File: config.mk
export PLATFORM = sky130hd
export DESIGN_NAME = ahb_slave
export DESIGN_NICKNAME = d
export VERILOG_FILES = /design/src/rtl/ahb_pkg.sv /design/src/rtl/ahb_slave.sv
export SDC_FILE = /design/constraint.sdc
export NUM_CORES = 1
export LEC_CHECK = 0
export ABC_AREA = 1
export CORE_MARGIN = 8
export CORE_UTILIZATION = 30
export CTS_BUF_LIST = sky130_fd_sc_hd__clkbuf_8 sky130_fd_sc_hd__clkbuf_16
export DETAILED_ROUTE_END_ITERATION = 10
export PLACE_DENSITY = 0.88
export SYNTH_ARGS = -nofsm -noshare
export SYNTH_HDL_FRONTEND = slang
export SYNTH_SLANG_ARGS = --single-unit
export TNS_END_PERCENT = 100
File: constraint.sdc
create_clock -name i_clk_ahb -period 2.7 [get_ports i_clk_ahb]
set_input_delay 0.675 -clock i_clk_ahb [delete_from_list [all_inputs] [get_ports i_clk_ahb]]
set_output_delay 0.675 -clock i_clk_ahb [all_outputs]
set_load 0.03 [all_outputs]
File: src/rtl/ahb_pkg.sv
// ahb_pkg: shared definitions for the AHB-Lite to memory-port bridge.
// Holds the HTRANS encodings, the OKAY response code and the FSM state type
// used by ahb_slave.
package ahb_pkg;

    // HTRANS encodings. Only IDLE is distinguished by the bridge; every other
    // value is treated as the start of a transfer.
    localparam logic [1:0] HTRANS_IDLE   = 2'b00;
    localparam logic [1:0] HTRANS_BUSY   = 2'b01;
    localparam logic [1:0] HTRANS_NONSEQ = 2'b10;
    localparam logic [1:0] HTRANS_SEQ    = 2'b11;

    localparam logic HRESP_OKAY = 1'b0;

    // WRITE and READ both mean "a data phase is in progress" with that direction.
    typedef enum logic [1:0] {
        ST_IDLE  = 2'b00,
        ST_WRITE = 2'b01,
        ST_READ  = 2'b10
    } state_e;

endpackage

File: src/rtl/ahb_slave.sv
// ahb_slave: AHB-Lite slave that turns single AHB transfers into accesses on a
// simple valid/ready memory port.
//
// Ports
//   i_clk_ahb, i_rstn_ahb      HCLK and synchronous active-low reset
//   i_hselx, i_hready,         AHB address-phase inputs (select, bus ready,
//   i_htrans, i_hwrite,        transfer type, direction, address)
//   i_haddr
//   i_hsize, i_hburst,         accepted but unused (word, single transfers only)
//   i_hprot, i_hmastlock
//   i_hwdata                   AHB write data (data phase)
//   i_ready                    memory ready; low stalls the current data phase
//   i_rd_valid, i_rd_data      memory read return, same cycle as i_ready
//   o_hreadyout, o_hresp,      AHB slave response
//   o_hrdata
//   o_valid, o_rd0_wr1,        memory request: valid, direction (1 = write),
//   o_wr_data, o_addr          write data and address
//
// Memory port handshake: a request is presented while o_valid=1 and is
// consumed on the rising edge where i_ready=1. While i_ready=0 the request
// (o_addr, o_rd0_wr1, and the master-held o_wr_data) stays unchanged. Read
// data must arrive with i_rd_valid=1 in the same cycle as i_ready=1.
module ahb_slave
    import ahb_pkg::*;
#(
    parameter int DATA_WIDTH = 32,
    parameter int ADDR_WIDTH = 32
) (
    input  logic                  i_clk_ahb,
    input  logic                  i_rstn_ahb,
    input  logic                  i_hselx,
    input  logic                  i_hready,
    input  logic [1:0]            i_htrans,
    input  logic                  i_hwrite,
    input  logic [ADDR_WIDTH-1:0] i_haddr,
    input  logic [2:0]            i_hsize,
    input  logic [2:0]            i_hburst,
    input  logic [3:0]            i_hprot,
    input  logic                  i_hmastlock,
    input  logic [DATA_WIDTH-1:0] i_hwdata,
    input  logic                  i_ready,
    input  logic                  i_rd_valid,
    input  logic [DATA_WIDTH-1:0] i_rd_data,
    output logic                  o_hreadyout,
    output logic                  o_hresp,
    output logic [DATA_WIDTH-1:0] o_hrdata,
    output logic                  o_valid,
    output logic                  o_rd0_wr1,
    output logic [DATA_WIDTH-1:0] o_wr_data,
    output logic [ADDR_WIDTH-1:0] o_addr
);

    state_e                state_q, state_d;
    logic [ADDR_WIDTH-1:0] addr_q, addr_d;
    logic                  write_q, write_d;
    logic                  start;

    // Sideband attributes are not needed for word-only single transfers.
    logic unused_inputs;
    assign unused_inputs = ^{i_hsize, i_hburst, i_hprot, i_hmastlock};

    assign start = i_hselx & i_hready & (i_htrans != HTRANS_IDLE);

    // Next-state logic. A new address phase is only taken when no data phase
    // is outstanding, or the outstanding one finishes at this edge; that gives
    // zero-wait back-to-back pipelining while a stall freezes everything.
    always_comb begin
        state_d = state_q;
        addr_d  = addr_q;
        write_d = write_q;
        case (state_q)
            ST_IDLE: begin
                if (start) begin
                    addr_d  = i_haddr;
                    write_d = i_hwrite;
                    state_d = i_hwrite ? ST_WRITE : ST_READ;
                end
            end
            ST_WRITE, ST_READ: begin
                if (i_ready) begin
                    if (start) begin
                        addr_d  = i_haddr;
                        write_d = i_hwrite;
                        state_d = i_hwrite ? ST_WRITE : ST_READ;
                    end else begin
                        state_d = ST_IDLE;
                    end
                end
            end
            default: begin
                state_d = ST_IDLE;
            end
        endcase
    end

    always_ff @(posedge i_clk_ahb) begin
        if (!i_rstn_ahb) begin
            state_q <= ST_IDLE;
            addr_q  <= '0;
            write_q <= 1'b0;
        end else begin
            state_q <= state_d;
            addr_q  <= addr_d;
            write_q <= write_d;
        end
    end

    // Outputs. Data paths are pure pass-through so neither direction adds a
    // cycle of latency.
    always_comb begin
        o_valid     = 1'b0;
        o_rd0_wr1   = 1'b0;
        o_hreadyout = 1'b1;
        o_hrdata    = '0;
        if (state_q != ST_IDLE) begin
            o_valid     = 1'b1;
            o_rd0_wr1   = write_q;
            o_hreadyout = i_ready;
        end
        // A read that completes without i_rd_valid returns zero rather than
        // stalling; the memory is required to pair the two signals.
        if ((state_q == ST_READ) && i_rd_valid) begin
            o_hrdata = i_rd_data;
        end
    end

    assign o_addr    = addr_q;
    assign o_wr_data = i_hwdata;
    assign o_hresp   = HRESP_OKAY;

endmodule

* Word-level counts from Yosys, hierarchy flattened
Cells that the tools add are included.
Word-level totals: bits in registers 35, word-level logic and storage cells 32
Operators by class: equal/unequal tests 4, multiplexer cells 15, bitwise operators 2, reduce and logical (&&, ||, !) cells 8
Operators by type and width (count):
- 32-bit two-way mux | 3
- 32-bit one-hot mux with 2 select lines | 1
- 2-bit two-way mux | 4
- 2-bit nonzero test | 3
- 1-bit two-way mux | 5
- 2-bit inequality test, second input constant | 2
- 2-bit one-hot mux with 2 select lines | 1
- 2-bit AND reduction | 2
- 1-bit AND | 2
- 2-bit by 1-bit == test with 1-bit output, second input constant | 1
- 2-bit == test, second input constant | 1
- 2-bit zero test | 1
- 1-bit one-hot mux with 2 select lines | 1
- 2-bit OR reduction | 1
- 1-bit logical AND | 1

* Depth between registers and ports, before layout
depth after elaboration 5, mapped depth 9

* Worst setup path after synthesis
Ideal clock, no wire load.
kind input -> output, from input i_rd_valid, to output o_hrdata[10], arrival time 1383 ps, required time 2025 ps, path slack 642 ps, stages 3, buffers on the path 1, cells stage by stage nand2_1 > clkbuf_1 > nor2_1
Between the ends: cells in the longest elaborated chain, start to end 2
Ends and longest elaborated chain:
- from (decl) | RTL line ahb_slave.sv:42 | input logic i_rd_valid,
- 1-bit logical AND | RTL line ahb_slave.sv:122 | if ((state_q == ST_READ) && i_rd_valid) begin
- 32-bit two-way mux | RTL line ahb_slave.sv:122
- to (decl) | RTL line ahb_slave.sv:46 | output logic [DATA_WIDTH-1:0] o_hrdata,
No other way between the ends.

* Final worst setup path
from input i_ready, to output o_hreadyout
Between the ends: cells in the longest elaborated chain, start to end 1
Ends and longest elaborated chain:
- from (decl) | RTL line ahb_slave.sv:41 | input logic i_ready,
- 1-bit two-way mux | RTL line ahb_slave.sv:115 | if (state_q != ST_IDLE) begin
- to (decl) | RTL line ahb_slave.sv:44 | output logic o_hreadyout,
No other way between the ends.

==> results summary <==
In this run the worst hold path is classified as register to register. In this run, placement finished with an instance count of 458. The leading register cell type out of synthesis is sky130_fd_sc_hd__dfxtp_1. In the final design database the tool counted 507 nets. The number of detailed-route iterations in the first pass is 4. The number of synthesized register bits came out at 35.

The area of combinational cells with multiple inputs came out at 696 sq um. For this run, the register share of the synthesized area comes to 37.2%. TritonCTS built the clock tree. The first global-routing pass estimated 9400 um of wire. The clock reaches the later pin of the worst-skew pair after 0.28 ns.

The average vias per placed instance is 4.24. Setup repair after global routing left no endpoint under its margin. The share of synthesized flip-flops with an asynchronous set or reset is 0%. In this run, synthesis inferred 0 flip-flops with an integrated enable.

STA puts the critical path data arrival time at 1.95 ns. The synthesized net count is 403. After detailed routing, the wire length on met1 is 2300 um.

The area growth from synthesis to layout is 64.6%. The final RePlAce weighted congestion is 0.735. The filler cell count in the final layout came out at 587. The post-detailed-route count of antenna-violating nets came out at 0. A synthesized cell averages 6.64 sq um. In the synthesized netlist, the number of instances is 284. By startpoint and endpoint, the worst setup path is classified as primary input to output port. The level count of the clock H-tree came out at 2.

The count of endpoints failing setup in the final report is 0. The share of the clock period used by the worst path after layout is 97.2%. The max-cap check violation count is 0. Summed over all cells, the static leakage comes to 0.00145 uW. Hold repair after CTS inserted 0 buffers. The routed wire length came out at 6380 um. The post-layout instance count excluding filler cells came out at 466.

The number of antenna violations at the first check in global routing came out at 0. CTS placed an instance of sky130_fd_sc_hd__clkbuf_8 at the clock tree root. Entering global routing, the biggest net connects 35 pins. Counting instances in the post-synthesis netlist gives the leading cell types as sky130_fd_sc_hd__nor2_1 (105), sky130_fd_sc_hd__inv_1 (43), sky130_fd_sc_hd__dfxtp_1 (35). The post-layout minimum cycle time came out at 2.62 ns. Summing all flip-flop and latch instances after layout gives 701 sq um. The maximum net fanout on the critical path came out at 2.

The unique cell type count in the Yosys netlist came out at 21. The number of input and output port buffers inserted is 139. Sorting the synthesized cells by area gives the leading types as sky130_fd_sc_hd__dfxtp_1 (37%), sky130_fd_sc_hd__nor2_1 (21%), sky130_fd_sc_hd__buf_4 (13%). The setup TNS is 0 ns. The via count of the first global-routing pass came to 1,990. The height of the die is 95.3 um. The largest buffer count on any clock path came out at 2. The cell row count is 29. In this run the horizontal extent of the chip is 95.3 um.

The maximum achievable frequency is 381 MHz. The startpoint type of the worst setup path is a primary input. The post-CTS resize count came out at 0.

The biggest area contributor in the post-synthesis netlist is sky130_fd_sc_hd__dfxtp_1. Data on the critical path is required at its endpoint by 2.03 ns. The endpoint type of the worst setup path is an output port. The design area is 0.00310 sq mm. For this design the ratio of total power to cell area is 581 mW/mm^2. After clock tree synthesis, the clock-pin slew on the worst setup and hold paths is 0.07 ns. The combined global-route utilization of all metal layers is 12.9%. Yosys instantiated no cell more often than sky130_fd_sc_hd__nor2_1. The CTS buffer count is 5.

In the detailed route, the total length drawn on met3 is 966 um. The sum of net half-perimeters after detailed placement came out at 5190 um. The number of warnings printed during yosys synthesis came out at 0.

The die covers 0.00908 sq mm. The number of setup buffers added after CTS is 0. The number of clock sinks came out at 35. The I/O pin total came out at 216.

The worst-case IR drop observed on VDD is 0.000348 V. The mapped netlist covers 0.00189 sq mm. The total area inside the core boundary comes to 0.00620 sq mm. The top-area cell type share of the netlist area came out at 37.2%. The highest routed metal layer is met4. The run finished with clean final reports. The placed instances occupy a cell area of 0.00302 sq mm. The hold violation count in the final report came out at 0. The antenna diode instance count is 0. The met2 wire length came out at 3060 um. The worst clock skew on the final layout is 0.00160 ns. For this run, design rule violations remaining after detail routing come to 0.

The starting utilization of the core area is 30.4%. Summed over all layers, the global routing overflow is 0. The total power of the final layout came out at 1800 uW. The final route contains 1,976 vias. The ratio of cells with drive above 1 in the final layout came out at 11.8%. The post-detailed-route wirelength per cell came out at 13.7 um. The number of pins exceeding their max-slew limit in the final report came out at 0. The number of DRC markers in iteration 0 came out at 28.
## layout by cell type, fill, tap and decap left out, types with 5 or more instances in the layout
cell type,Yosys,layout
sky130_fd_sc_hd__nor2_1,105,105
sky130_fd_sc_hd__clkdlybuf4s50_1,0,107
sky130_fd_sc_hd__buf_4,33,33
sky130_fd_sc_hd__dfxtp_1,35,35
sky130_fd_sc_hd__o21ai_1,9,9
sky130_fd_sc_hd__nand2_1,9,9
sky130_fd_sc_hd__o21ai_0,24,24
sky130_fd_sc_hd__clkbuf_8,0,5
sky130_fd_sc_hd__inv_1,43,45
## worst paths after layout
path / startpoint / cells after the start / slack (ns) / endpoint
min reg2reg: write_q / 2 / 0.45 / write_q
max: i_ready / 4 / 0.08 / o_hreadyout
min: write_q / 2 / 0.45 / write_q
max reg2reg: state_q[0] / 8 / 0.67 / o_addr[11]
## report_power, final
| group | total [uW] | internal [uW] | switching, uW | leakage (uW) |
|---|---|---|---|---|
| combinational | 816 | 354 | 462 | 0.00111 |
| clock | 355 | 174 | 181 | 0.0000505 |
| sequential | 631 | 593 | 38.1 | 0.000287 |
## per-layer routing
metal	global-route usage [%]	up-vias
met3	7.32	6
met5	0	-
met2	22.9	118
li1	-	1012
met1	12.6	840
met4	3.51	0
## per-stage QoR
step | setup WS [ns] | hold WS [ns] | utilization, %
2_1_floorplan | 0.642 | 0.430 | -
3_3_place_gp | 0.0782 | 0.440 | 48.7
3_5_place_dp | 0.0844 | 0.447 | 48.7
4_1_cts | 0.0738 | 0.458 | 50.0
5_1_grt | 0.0436 | 0.476 | 50.0
6_report | 0.0751 | 0.454 | 50.0
## registers in the layout, indices dropped and copies added, names as in the netlist
signal / flops
state_q: 2
write_q: 1
o_addr: 32
## final cells by class
| type | count | area share, % |
|---|---|---|
| well taps | 77 | 3.10 |
| repair buffers | 142 | 43.8 |
| inverters | 45 | 5.48 |
| clock inverters | 3 | 0.403 |
| flip-flops and latches | 35 | 22.6 |
| clock buffers | 5 | 2.22 |
| multi-input cells | 159 | 22.4 |
## cells by family (layout without fill, tap and decap cells)
| group | count (synthesis) | in the layout | synth area share, % |
|---|---|---|---|
| other | 1 | 1 | 0.199 |
| buffers and inverters | 90 | 195 | 25.9 |
| adders and majority gates | 3 | 3 | 1.99 |
| AOI/OAI and AO/OA | 36 | 36 | 10.3 |
| and+or+nand+nor | 119 | 119 | 24.4 |
| DFF | 35 | 35 | 37.2 |
## critical path, cell delays in order
cell and delay (ns):
sky130_fd_sc_hd__clkdlybuf4s50_1 0.47, sky130_fd_sc_hd__inv_1 0.06, sky130_fd_sc_hd__nand2_1 0.06, sky130_fd_sc_hd__clkdlybuf4s50_1 0.68
No activity file was read; power rests on OpenSTA's default activity.
